<file path="config.mk">
export PLATFORM = sky130hd
export DESIGN_NAME = pmul_ctrl
export DESIGN_NICKNAME = d
export VERILOG_FILES = /design/src/rtl/pmul_pkg.sv /design/src/rtl/pmul_res_buf.sv /design/src/rtl/pmul_ctrl.sv
export SDC_FILE = /design/constraint.sdc
export NUM_CORES = 1
export LEC_CHECK = 0
export CAP_MARGIN = 20
export CORE_AREA = 4 4 145 147
export CTS_BUF_LIST = sky130_fd_sc_hd__clkbuf_8
export CTS_CLUSTER_SIZE = 20
export DETAILED_ROUTE_END_ITERATION = 6
export DIE_AREA = 0 0 149 151
export GPL_ROUTABILITY_DRIVEN = 0
export PLACE_DENSITY_LB_ADDON = 0.12
export SKIP_LAST_GASP = 1
export SLEW_MARGIN = 5
export SYNTH_ARGS = -nofsm -noshare
export SYNTH_HDL_FRONTEND = slang
export SYNTH_HIERARCHICAL = 1
export SYNTH_SLANG_ARGS = --single-unit
</file>
<file path="constraint.sdc">
create_clock -name clk -period 14.4 [get_ports clk]
set_input_delay 1.44 -clock clk [delete_from_list [all_inputs] [get_ports clk]]
set_output_delay 1.44 -clock clk [all_outputs]
set_load 0.02 [all_outputs]
</file>
<file path="src/rtl/pmul_pkg.sv">
// Shared types and constants for the pointwise modular-multiplier sequencer.
package pmul_pkg;

  localparam int          CW        = 24;
  localparam int          NCOEF_MAX = 5;
  localparam int          DOUT_W    = 128;
  localparam logic [22:0] Q         = 23'd8380417;

  typedef enum logic [1:0] {
    IDLE  = 2'd0,
    ISSUE = 2'd1,
    DRAIN = 2'd2,
    DONE  = 2'd3
  } state_t;

endpackage

</file>
<file path="src/rtl/pmul_res_buf.sv">
// Result slots captured in issue order, cleared per operation, packed into the
// 128-bit output word when the final result lands.
module pmul_res_buf #(
  parameter int NCOEF = 5,
  parameter int CW    = 24
) (
  input  logic          clk,
  input  logic          rst,
  input  logic          clr,
  input  logic          wr_en,
  input  logic [2:0]    wr_idx,
  input  logic [CW-1:0] wr_data,
  input  logic          load,
  output logic [127:0]  dout
);
  import pmul_pkg::*;

  logic [CW-1:0] res_q [NCOEF_MAX];
  logic [CW-1:0] res_d [NCOEF_MAX];
  logic [127:0]  dout_q, dout_d;

  always_comb begin
    res_d  = res_q;
    dout_d = dout_q;
    if (clr) begin
      for (int i = 0; i < NCOEF_MAX; i++) res_d[i] = '0;
    end else if (wr_en) begin
      for (int i = 0; i < NCOEF_MAX; i++) begin
        if (i < NCOEF && wr_idx == 3'(i)) res_d[i] = wr_data;
      end
    end
    // Pack from the next-state slots so the final result is included in the
    // same edge that enters DONE; unused slots and the top byte stay zero.
    if (load) begin
      dout_d = '0;
      for (int i = 0; i < NCOEF_MAX; i++) begin
        if (i < NCOEF) dout_d[i*CW +: CW] = res_d[i];
      end
    end
  end

  always_ff @(posedge clk or posedge rst) begin
    if (rst) begin
      for (int i = 0; i < NCOEF_MAX; i++) res_q[i] <= '0;
      dout_q <= '0;
    end else begin
      res_q  <= res_d;
      dout_q <= dout_d;
    end
  end

  assign dout = dout_q;

endmodule

</file>
<file path="src/rtl/pmul_ctrl.sv">
// Sequencer between the local-bus interface and the pipelined modular multiplier:
// latches b, streams NCOEF coefficients of a, collects results and frames the SCA trigger.
module pmul_ctrl #(
  parameter int NCOEF   = 5,
  parameter int MUL_LAT = 4,
  parameter int CW      = 24
) (
  input  logic          clk,
  input  logic          rst,
  input  logic          blk_en,
  input  logic          blk_krdy,
  input  logic          blk_drdy,
  input  logic [CW-1:0] b_in,
  input  logic [CW-1:0] a_in,
  output logic          a_pop,
  output logic [CW-1:0] mul_a,
  output logic [CW-1:0] mul_b,
  output logic          mul_vld_in,
  input  logic [CW-1:0] mul_res,
  input  logic          mul_vld_out,
  output logic [127:0]  blk_dout,
  output logic          blk_kvld,
  output logic          blk_dvld,
  output logic          busy,
  output logic          trigger
);
  import pmul_pkg::*;

  // state | meaning
  // IDLE  | waiting for krdy (load b) or drdy (start)
  // ISSUE | popping a and feeding the multiplier, one coefficient per cycle
  // DRAIN | all operands issued, waiting for the remaining results
  // DONE  | output word valid, blk_dvld pulse

  if (NCOEF < 1 || NCOEF > NCOEF_MAX || MUL_LAT < 0 || NCOEF * CW > 128) begin : g_param_chk
    $error("pmul_ctrl: unsupported NCOEF/MUL_LAT/CW combination");
  end

  localparam logic [2:0] LAST_IDX = 3'(NCOEF - 1);
  localparam logic [2:0] NC3      = 3'(NCOEF);

  state_t        state_q, state_d;
  logic [2:0]    iss_cnt_q, iss_cnt_d;
  logic [2:0]    res_cnt_q, res_cnt_d;
  logic [CW-1:0] b_reg_q, b_reg_d;
  logic          kvld_q, kvld_d;
  logic          res_clr, res_wr, dout_load;
  logic          issue_ok;

  always_comb begin
    state_d   = state_q;
    iss_cnt_d = iss_cnt_q;
    res_cnt_d = res_cnt_q;
    b_reg_d   = b_reg_q;
    kvld_d    = 1'b0;
    res_clr   = 1'b0;
    res_wr    = 1'b0;
    dout_load = 1'b0;

    unique case (state_q)
      IDLE: begin
        // krdy has priority; a coincident drdy is dropped.
        if (blk_krdy) begin
          b_reg_d = b_in;
          kvld_d  = 1'b1;
        end else if (blk_drdy && blk_en) begin
          iss_cnt_d = '0;
          res_cnt_d = '0;
          res_clr   = 1'b1;
          state_d   = ISSUE;
        end
      end

      ISSUE, DRAIN: begin
        if (!blk_en) begin
          iss_cnt_d = '0;
          res_cnt_d = '0;
          state_d   = IDLE;
        end else begin
          if (state_q == ISSUE) begin
            iss_cnt_d = iss_cnt_q + 3'd1;
            if (iss_cnt_q == LAST_IDX) state_d = DRAIN;
          end
          // Completion depends only on the result count, so a zero-latency
          // multiplier can finish straight out of ISSUE.
          if (mul_vld_out && res_cnt_q < NC3) begin
            res_wr    = 1'b1;
            res_cnt_d = res_cnt_q + 3'd1;
            if (res_cnt_q == LAST_IDX) begin
              dout_load = 1'b1;
              state_d   = DONE;
            end
          end
        end
      end

      DONE: begin
        iss_cnt_d = '0;
        res_cnt_d = '0;
        state_d   = IDLE;
      end

      default: state_d = IDLE;
    endcase
  end

  always_ff @(posedge clk or posedge rst) begin
    if (rst) begin
      state_q   <= IDLE;
      iss_cnt_q <= '0;
      res_cnt_q <= '0;
      b_reg_q   <= '0;
      kvld_q    <= 1'b0;
    end else begin
      state_q   <= state_d;
      iss_cnt_q <= iss_cnt_d;
      res_cnt_q <= res_cnt_d;
      b_reg_q   <= b_reg_d;
      kvld_q    <= kvld_d;
    end
  end

  // Gating by blk_en stops operand traffic in the very cycle an abort starts.
  assign issue_ok   = (state_q == ISSUE) && blk_en;
  assign a_pop      = issue_ok;
  assign mul_vld_in = issue_ok;
  assign mul_a      = a_in;
  assign mul_b      = b_reg_q;
  assign busy       = (state_q != IDLE);
  assign trigger    = (state_q == ISSUE) || (state_q == DRAIN);
  assign blk_dvld   = (state_q == DONE);
  assign blk_kvld   = kvld_q;

  pmul_res_buf #(
    .NCOEF(NCOEF),
    .CW   (CW)
  ) u_res_buf (
    .clk    (clk),
    .rst    (rst),
    .clr    (res_clr),
    .wr_en  (res_wr),
    .wr_idx (res_cnt_q),
    .wr_data(mul_res),
    .load   (dout_load),
    .dout   (blk_dout)
  );

endmodule
</file>
Word-level counts from Yosys, hierarchy flattened
Index checks and enable logic that the tools add are counted.

storage, ports and cells
  register bits after elaboration = 273
  output and inout bits = 182
  input port bits = 78

operators by class
  muxes and demuxes = 35
  $add $sub $neg = 2
  eq/ne operators = 12
  order comparisons = 1
  reductions and logical operators = 12

operator list
  cell                                                                   number
  120-bit 2-to-1 mux                                                     2
  24-bit 2-to-1 mux                                                      5
  3-bit 2-to-1 mux                                                       6
  3-bit case mux with 3 select lines                                     2
  2-bit 2-to-1 mux                                                       7
  1-bit 2-to-1 mux                                                       12
  3-bit by 1-bit adder with 3-bit output, second input constant          2
  3-bit by 2-bit equality test with 1-bit output, second input constant  2
  3-bit equality test, second input constant                             2
  3-bit inequality test, second input constant                           2
  2-bit case mux with 3 select lines                                     1
  3-bit AND reduction                                                    2
  2-bit equality test, second input constant                             2
  2-bit inequality test, second input constant                           2
  2-bit AND reduction                                                    2
  3-bit by 1-bit equality test with 1-bit output, second input constant  1
  1-bit logical AND                                                      3
  3-bit logical NOT                                                      1
  3-bit < comparator, second input constant                              1
  2-bit by 1-bit equality test with 1-bit output, second input constant  1
  2-bit logical NOT                                                      1
  2-bit nonzero test                                                     1
  2-bit OR reduction                                                     1
  1-bit logical OR                                                       1

Longest topological paths before layout
Gate-level depths: netlist of run 1.

  depth after elaboration = 7
  gate-level depth with buffers = 9

Modules after synthesis
Netlist of run 1, hierarchy kept.

by module, submodules not included
  module        instances  cells an instance  sequential area each (um2)  area an instance (um2)
  pmul_res_buf  1          790                6,005.8                     9,312.7
  pmul_ctrl     1          136                825.8                       1,645.3

Worst setup path after synthesis of run 1
No wires, ideal clock.

  path kind = input-to-output
  start point = input port blk_en
  end point = output port mul_vld_in
  required time = 12,960 ps
  stages on the path = 2
  data arrival time = 1,826 ps
  slack = 11,134 ps
  path buffers = 1
  cells stage by stage = and2_2 > buf_4

on the way
  longest elaborated chain between the ends = 1

RTL lines
  item                RTL line          text
  start: declaration  pmul_ctrl.sv:10   input logic blk_en,
  1-bit logical AND   pmul_ctrl.sv:124  assign issue_ok = (state_q == ISSUE) && blk_en;
  end: declaration    pmul_ctrl.sv:18   output logic mul_vld_in,

No other way between the ends.

Worst setup path after layout of run 1
  start point = input port blk_en
  end point = register u_res_buf.dout_q[80], in the netlist u_res_buf/dout[80]

on the way
  longest elaborated chain between the ends = 5
  elaborated cells on any way between the ends = 10
  those cells by class = mux: 9; reduce/logical: 1

RTL lines
  item                    RTL line            text
  1-bit logical AND       pmul_ctrl.sv:66     end else if (blk_drdy && blk_en) begin
  1-bit 2-to-1 mux        pmul_ctrl.sv:66
  1-bit 2-to-1 mux        pmul_ctrl.sv:63     if (blk_krdy) begin
  1-bit 2-to-1 mux        pmul_ctrl.sv:60     unique case (state_q)
  named net res_clr       pmul_ctrl.sv:47     logic res_clr, res_wr, dout_load;
  120-bit 2-to-1 mux      pmul_res_buf.sv:25  if (clr) begin
  end signal: assignment  pmul_res_buf.sv:48  dout_q <= dout_d;
  end: declaration        pmul_res_buf.sv:20  logic [127:0] dout_q, dout_d;

The timed path passes the listed nets, and every way through them passes these cells.
A chain may end at the register's enable or synchronous reset.

==> results_dict.tcl, run 1 <==
set metrics [dict create \
    ant_nets 0 \
    setup_slack_ns 10.10 \
    antennaDiodeCount 0 \
    drtIter0Drc 416 \
    initial_core_util 0.5504 \
    tns_ns 0 \
    cts_made_buffers 43 \
    grt_pass1_wl_mm 39.57 \
    drv_cap 0 \
    p_leak_uw 0.006874 \
    multi_input_area_um2 3110 \
    p_total_uw 2207 \
    synth_top_family_by_area "multiplexers" \
    cts_tree "yes" \
    netlist_area_um2 10960 \
    placementRows 52 \
    postCtsSetupBuffers 0 \
    ys.flop_type "dfrtp_1" \
    drive_gt1_frac 0.09187 \
    crit_chain "clkdlybuf4s50_1 > and3b_4 > and2_4 > nand2b_4 > buf_4 > o22ai_1" \
    synth.top_cell.area_share 0.6234 \
    cts.sinks 273 \
    highest_layer "met4" \
    cts-resized-gates 0 \
    avgSynthCellArea_um2 11.83 \
    synth_compound_area_frac 0.07856 \
    die_w_um 149 \
    area_growth_pct 25.09 \
    vias 7322 \
    setup.worst_path.end_class "flip-flop" \
    p_per_area_nw_per_um2 161.0 \
    outcome "completed" \
    ys_warn_count 6 \
    tightest_slew_ns 1.046 \
    muxShareOfSynthArea 0.1343 \
    synth_seq_area_share 0.6234 \
    die_area_um2 22500 \
    wl_mm 24.44 \
    crit_type "in -> reg" \
    wl_met2_mm 11.25 \
    r2r_end "u_res_buf/dout[80]" \
    cts_hold_repair.buffers 0 \
    regToRegStartpoint "state_q[1]" \
    hold_viol 0 \
    startpoint_type "input port" \
    r2r_slack_ns 11.19 \
    wl_met1_mm 10.84 \
    nFillCells 1568 \
    slowest_delay_ns 0.68 \
    stdcell_count 1402 \
    max_freq_mhz 232.6 \
    synthSimpleGateAreaFrac 0.05663 \
    crit_fanout 69 \
    dr.pass1.iters 5 \
    synthAdderAreaFrac 0.007993 \
    critPathTopFamily "simple AND/OR/NAND/NOR gates" \
    finClkSkew_ns 0.01597 \
    die_h_um 151 \
    synth_edf_count 0 \
    ys_seq_elements 273 \
    yosys.area.top_type "dfrtp_1" \
    track_usage 0.2183 \
    layout.nets 1186 \
    final_common_cell "dfrtp_1" \
    post-place-ws_ns 9.557 \
    setup_viol 0 \
    rsz0062_at_grt "no" \
    ff2ff_path_depth 8 \
    relSlewSlack 0.2996 \
    area.sequential_um2 6832 \
    path_buf_inv 2 \
    path_clk_slew_ns 0.06 \
    clockBufferDepth 3 \
    viasPerCell 5.223 \
    place_inst 1326 \
    cts-root-buf "clkbuf_8" \
    hpwl_mm 15.51 \
    arrival_ns 4.66 \
    netlist-cell-type-count 38 \
    drc 0 \
    synth_cells 926 \
    crit_required_ns 14.76 \
    period_share 0.2986 \
    async_flop_share 1.000 \
    io_buffers 203 \
    synth_area_leaders "dfrtp_1 62%, mux2i_1 11%, o22ai_1 6.9%" \
    synth-xor-area-share 0.001599 \
    insertion_delay_ns 0.53 \
    fin_crit_ns 4.300 \
    slowest_stage "and2_4" \
    slew_viol_final 0 \
    whs_path_depth 1 \
    antenna_found_initial 0 \
    core_area_um2 19910 \
    wl_met3_mm 1.826 \
    hold_path_class "reg -> reg" \
    whs_endpoint "mul_b[3]" \
    htree_num_levels 2 \
    ios 260 \
    hp-start "mul_b[3]" \
    grt-ovfl-total 0 \
    routedWlPerCell_um 17.43 \
    grt_max_degree 116 \
    vdd_drop_max_v 0.0001431 \
    grt_pass1_vias 7446 \
    final_cell_mix "273 x dfrtp_1, 203 x clkdlybuf4s50_1, 146 x inv_1, 125 x nor2_1" \
]
[logic make-up (layout without fill, tap and decap cells)]
| group | Yosys count | count (layout) |
|---|---|---|
| adder cells (fa/ha/maj) | 7 | 7 |
| other | 1 | 8 |
| multiplexers | 144 | 144 |
| AO/OA/AOI/OAI | 135 | 135 |
| AND/OR/NAND/NOR | 145 | 145 |
| XOR/XNOR | 2 | 2 |
| flip-flops | 273 | 273 |
| buffers and inverters | 219 | 418 |
[metrics by stage]
stage	cell area [um^2]	hold WS, ns	util
final	13710	0.5018	0.6885
after global routing	13710	0.5181	0.6885
after CTS	13710	0.5051	0.6885
after detailed placement	12870	0.4917	0.6467
after global placement	12870	0.4862	0.6467
after floorplan	10980	0.4804	-
[layout make-up]
| class | count | share of cell area |
|---|---|---|
| Clock inverter | 22 | 0.006481 |
| Tap cell | 270 | 0.02465 |
| Timing Repair Buffer | 212 | 0.1532 |
| Inverter | 130 | 0.03615 |
| Multi-Input combinational cell | 441 | 0.2269 |
| Sequential cell | 273 | 0.4984 |
| Clock buffer | 54 | 0.05422 |
[registers in the layout (all words and copies together) (netlist names)]
name             cells
blk_kvld             1
iss_cnt_q            3
mul_b               24
res_cnt_q            3
state_q              2
u_res_buf/dout     120
u_res_buf/res_q    120
[synthesized netlist by cell type, drive strengths merged, types with 3 or more instances]
library cell and number:
buf 55, dfrtp 273, mux2 24, nor2 126, nand2 5, clkbuf 34, o22ai 120, inv 130
mux2i 120, o21ai 4, and4bb 3, ha 7
[worst max-delay path by stage]
stage                     slack, ns  cells after the start                  end  startpoint
after global routing           9.89                      6  u_res_buf/dout[111]      blk_en
after global placement         9.62                      6  u_res_buf/dout[113]      blk_en
after CTS                     10.11                      3           mul_vld_in      blk_en
final                         10.10                      6   u_res_buf/dout[80]      blk_en
after detailed placement       9.56                      6   u_res_buf/dout[18]      blk_en
after floorplan                6.37                      1    u_res_buf/dout[0]         rst
[power by group]
part | switching, uW | internal (uW)
clock network | 284 | 336
registers | 70.3 | 921
logic | 315 | 280
[metal layers]
metal | global-route usage | vias up
met5 | 0 | -
met4 | 0.06453 | 0
met3 | 0.06074 | 43
met2 | 0.3331 | 235
met1 | 0.3100 | 3643
li1 | - | 3401
(Power assumes the default switching activity.)
==> run 2: changes to the inputs <==
CORE_AREA = 4 4 151 153   (was 4 4 145 147)
DIE_AREA = 0 0 155 157   (was 0 0 149 151)
clock period = 4 ns   (was 14.4 ns; I/O delays follow)
==> run 2 against run 1 <==
  * Count of clock-buffer cells in the layout rose by 3
  * Wire length rose by 2.2%
  * Register-to-register slack got worse by 10 ns
  * Worst setup slack got worse by 8.9 ns
==> results_dict.tcl, run 2 (synthesized netlist as in run 1, its figures left out) <==
set metrics [dict create \
    nFillCells 1740 \
    area_growth_pct 26.81 \
    vdd_drop_max_v 0.0004652 \
    antenna_found_initial 0 \
    vias 7273 \
    rsz0062_at_grt "no" \
    period_share 0.7100 \
    wl_mm 24.98 \
    ant_nets 0 \
    htree_num_levels 2 \
    clockBufferDepth 3 \
    clock_power_share 0.297 \
    postCtsSetupBuffers 0 \
    drc 0 \
    hpwl_mm 15.54 \
    p_per_area_nw_per_um2 586.3 \
    ios 260 \
    cts-resized-gates 0 \
    setup_viol 0 \
    drtIter0Drc 378 \
    seqPwrFrac 0.438 \
    drive_gt1_frac 0.1031 \
    switching_share 0.3026 \
    outcome "completed" \
    slowest_stage "and4bb_2" \
    crit_chain "inv_1 > ha_1 > nand2_1 > nor2_1 > and4bb_2 > buf_4 > mux2i_1 > o22ai_1" \
    setup.worst_path.end_class "flip-flop" \
    arrival_ns 3.23 \
    relSlewSlack 0.3213 \
    crit_type "reg -> reg" \
    cts_hold_repair.buffers 0 \
    antennaDiodeCount 0 \
    comb_power_share 0.265 \
    grt_max_degree 185 \
    p_sw_uw 2465 \
    cts_made_buffers 45 \
    die_area_um2 24340 \
    timing.hold.ws_ns 0.1231 \
    core_area_um2 21550 \
    worst-path-stages 8 \
    hold_path_class "in -> async" \
    drv_cap 0 \
    setup_slack_ns 1.160 \
    grt_pass1_vias 7443 \
    path_buf_inv 2 \
    cts-root-buf "clkbuf_8" \
    initial_core_util 0.5084 \
    layout.nets 1194 \
    placementRows 54 \
    tightest_slew_ns 1.016 \
    track_usage 0.2036 \
    intPower_uw 5681 \
    path_clk_slew_ns 0.06 \
    critPathTopFamily "simple AND/OR/NAND/NOR gates" \
    cts.sinks 273 \
    finClkSkew_ns 0.01063 \
    final_cell_mix "273 x dfrtp_1, 203 x clkdlybuf4s50_1, 144 x inv_1, 125 x nor2_1" \
    viasPerCell 5.107 \
    io_buffers 203 \
    grt-ovfl-total 0 \
    tns_ns 0 \
    fin_crit_ns 2.840 \
    p_leak_uw 0.006950 \
    dr.pass1.iters 6 \
    ff2ff_path_depth 8 \
    p_total_uw 8147 \
    max_freq_mhz 352.1 \
    startpoint_type "flip-flop" \
    post-place-ws_ns 1.008 \
    insertion_delay_ns 0.54 \
    cts_tree "yes" \
    final_common_cell "dfrtp_1" \
    postLayoutCoreUtil 0.6447 \
    routedWlPerCell_um 17.54 \
    slowest_delay_ns 0.81 \
    grt_pass1_wl_mm 39.89 \
    die_w_um 155 \
    crit_required_ns 4.39 \
    hold_viol 0 \
    die_h_um 157 \
    crit_fanout 20 \
    slew_viol_final 0 \
]
[run 2: changes by cell type in the layout (fill, tap and decap cells not counted), sizes merged]
cell	change
clkinvlp	+2
buf	+6
clkinv	+3
inv	-3
bufinv	+1
clkbuf	+3
[run 2: through the flow]
step | cell area [um^2] | cells
after detailed placement | 12950 | 1341
after CTS | 13870 | 1423
final | 13900 | 1424
after global placement | 12950 | 1341
after global routing | 13900 | 1424
after floorplan | 10990 | 933
[run 2: power by group through the flow]
| stage | combinational, uW | clock [uW] | sequential (uW) |
|---|---|---|---|
| after detailed placement | 2170 | 0 | 3620 |
| after CTS | 2180 | 2500 | 3580 |
| final | 2160 | 2420 | 3570 |
| after global placement | 2140 | 0 | 3600 |
| after floorplan | 938 | 0 | 3940 |
| after global routing | 2350 | 2630 | 3630 |
[run 2: worst reg2reg max path: stages, from the launching register on]
cell      delay, ns
dfrtp_1        0.38
inv_1          0.08
ha_1           0.37
nand2_1        0.18
nor2_1         0.28
and4bb_2       0.81
buf_4          0.27
mux2i_1        0.25
o22ai_1        0.10
[run 2: final cells by class]
class	count	area, um^2	share of cell area
Sequential cell	273	6832	0.4916
Timing Repair Buffer	218	2190	0.1576
Tap cell	280	350.3	0.02521
Multi-Input combinational cell	441	3110	0.2238
Inverter	130	491.7	0.03539
Clock buffer	57	784.5	0.05646
Clock inverter	25	137.6	0.009905
[run 2: worst paths after layout]
check                           startpoint                   to  slack (ns)
worst max-delay path            state_q[1]  u_res_buf/dout[103]        1.16
worst min-delay path                   rst  u_res_buf/res_q[97]        0.12
worst max register to register  state_q[1]  u_res_buf/dout[103]        1.16
worst min register to register    mul_b[2]             mul_b[2]        0.50
max in group asynchronous              rst   u_res_buf/dout[60]        2.76
min in group clk                  b_in[14]            mul_b[14]        0.47
[run 2: metal layers]
layer,track usage,routed length (um),vias to the layer above
li1,-,-,3426
met2,0.3152,11690,196
met5,0,0,-
met4,0.05130,425,0
met1,0.2836,11070,3614
met3,0.06406,1789,37
==> run 3: changes to the inputs <==
CORE_AREA = 4 4 158 160   (was 4 4 151 153)
DIE_AREA = 0 0 162 164   (was 0 0 155 157)
clock period = 2.6 ns   (was 4 ns; I/O delays follow)
==> run 3 against run 2 <==
  * Non-clock buffer count rose by 8
  * Final area rose by 1.5%
  * Total power rose by 55%
  * Maximum frequency rose by 21%
  * Worst setup slack got worse by 0.91 ns
  * Worst hold slack got worse by 0.015 ns
  * First-iteration DRC count fell by 4.5%
  * Critical path depth did not move
  * Critical endpoint is now u_res_buf/dout[5]
  * Largest power group unchanged
==> results_dict.tcl, run 3 (synthesized netlist as in run 1, its figures left out) <==
set metrics [dict create \
    grt-ovfl-total 0 \
    hpwl_mm 15.96 \
    r2r_slack_ns 0.25 \
    drc 0 \
    cts-resized-gates 0 \
    final_cell_mix "273 x dfrtp_1, 203 x clkdlybuf4s50_1, 144 x inv_1, 125 x nor2_1" \
    die_h_um 164 \
    switching_share 0.2998 \
    final_common_cell "dfrtp_1" \
    insertion_delay_ns 0.54 \
    cts_hold_repair.buffers 0 \
    outcome "completed" \
    placementRows 56 \
    slowest_delay_ns 0.43 \
    p_total_uw 12610 \
    grt_pass1_wl_mm 41.23 \
    routedWlPerCell_um 17.43 \
    wl_mm 25.59 \
    crit_required_ns 3.00 \
    arrival_ns 2.75 \
    p_leak_uw 0.007013 \
    antenna_found_initial 0 \
    cts-root-buf "clkbuf_8" \
    hold_viol 0 \
    rsz0062_at_grt "no" \
    p_per_area_nw_per_um2 894.0 \
    clock_power_share 0.298 \
    slew_viol_final 0 \
    setup.worst_path.end_class "flip-flop" \
    grt_max_degree 136 \
    postCtsSetupBuffers 0 \
    dr.pass1.iters 4 \
    path_clk_slew_ns 0.06 \
    regToRegStartpoint "state_q[0]" \
    track_usage 0.1920 \
    post-place-ws_ns 0.1870 \
    io_buffers 203 \
    critPathTopFamily "simple AND/OR/NAND/NOR gates" \
    layout.nets 1202 \
    path_buf_inv 2 \
    die_w_um 162 \
    viasPerCell 4.988 \
    hold_path_class "in -> async" \
    p_sw_uw 3780 \
    area_growth_pct 28.68 \
    crit_fanout 10 \
    met1_usage 0.2595 \
    vias 7322 \
    max_freq_mhz 425.1 \
    core_area_um2 23400 \
    period_share 0.9047 \
    cts.sinks 273 \
    die_area_um2 26570 \
    comb_power_share 0.268 \
    antennaDiodeCount 0 \
    drive_gt1_frac 0.1070 \
    initial_core_util 0.4682 \
    seqPwrFrac 0.434 \
    grtUsageMet2 0.3048 \
    startpoint_type "flip-flop" \
    relSlewSlack 0.4824 \
    cts_tree "yes" \
    nFillCells 2001 \
    crit_type "reg -> reg" \
    ant_nets 0 \
    design_area_um2 14100 \
    cts_made_buffers 45 \
    setup_slack_ns 0.2478 \
    fin_crit_ns 2.352 \
    placed_area_um2 13180 \
    slowest_stage "nor4b_4" \
    drv_cap 0 \
    clockBufferDepth 3 \
    crit_chain "inv_1 > ha_1 > nand2_1 > nor2_1 > nor4b_4 > buf_12 > mux2i_1 > o22ai_1" \
    tightest_slew_ns 0.7763 \
    drtIter0Drc 361 \
    intPower_uw 8826 \
    gr-usage-met3 0.05897 \
    vdd_drop_max_v 0.0006786 \
    htree_num_levels 2 \
    r2r_end "u_res_buf/dout[5]" \
    busiest_layer "met2" \
    finClkSkew_ns 0.02127 \
    ff2ff_path_depth 8 \
    ios 260 \
    setup_viol 0 \
    grt_pass1_vias 7691 \
]
==> run 3: changes by cell type in the layout (fill, tap and decap cells not counted) <==
cell	before	now
buf_12	2	11
buf_16	1	0
clkinvlp_4	2	1
clkinv_2	7	2
clkbuf_8	57	59
inv_6	0	1
==> run 3: worst register-to-register path, delay by kind of cell, from the launching register on <==
| kind | cells | cell delay [ns] |
|---|---|---|
| AO/OA/AOI/OAI | 1 | 0.11 |
| adder cells (fa/ha/maj) | 1 | 0.38 |
| buffers and inverters | 2 | 0.27 |
| flip-flops | 1 | 0.37 |
| multiplexers | 1 | 0.30 |
| AND/OR/NAND/NOR | 3 | 0.81 |
==> run 3: layout make-up <==
| cell class | instances | area, um^2 | share of cell area |
|---|---|---|---|
| Timing Repair Buffer | 226 | 2342 | 0.1661 |
| Multi-Input combinational cell | 441 | 3110 | 0.2206 |
| Inverter | 130 | 491.7 | 0.03487 |
| Clock inverter | 20 | 113.9 | 0.008075 |
| Tap cell | 319 | 399.1 | 0.02831 |
| Sequential cell | 273 | 6832 | 0.4845 |
| Clock buffer | 59 | 812.0 | 0.05759 |
==> run 3: power groups by stage <==
stage               combinational (uW)  sequential, uW  clock, uW
floorplan                         1440            6060          0
global placement                  3360            5520          0
detailed placement                3410            5550          0
CTS                               3420            5480       3890
global route                      3680            5580       4060
finish                            3370            5470       3760
==> run 3: metrics by stage <==
step	TNS (ns)	instances	util	hold slack [ns]
floorplan	-193.88	933	-	0.3889
global placement	0	1389	0.5630	0.4864
detailed placement	0	1389	0.5630	0.4933
CTS	0	1468	0.6025	0.09671
global route	0	1468	0.6025	0.1406
finish	0	1468	0.6025	0.1080
==> run 3: worst max-delay path by stage <==
stage | startpoint | to | slack (ns) | cells after the start
final | state_q[0] | u_res_buf/dout[5] | 0.25 | 8
after CTS | state_q[0] | busy | 0.23 | 4
after floorplan | rst | u_res_buf/dout[0] | -0.81 | 1
after global routing | state_q[0] | u_res_buf/dout[14] | 0.1 | 8
after global placement | blk_en | u_res_buf/dout[5] | 0.24 | 7
after detailed placement | blk_en | u_res_buf/dout[14] | 0.19 | 7
==> run 3: layer usage <==
metal | wire (um) | up-vias
met5 | 0 | -
met4 | 456 | 0
met3 | 2073 | 42
met2 | 11960 | 223
met1 | 11100 | 3631
li1 | - | 3426
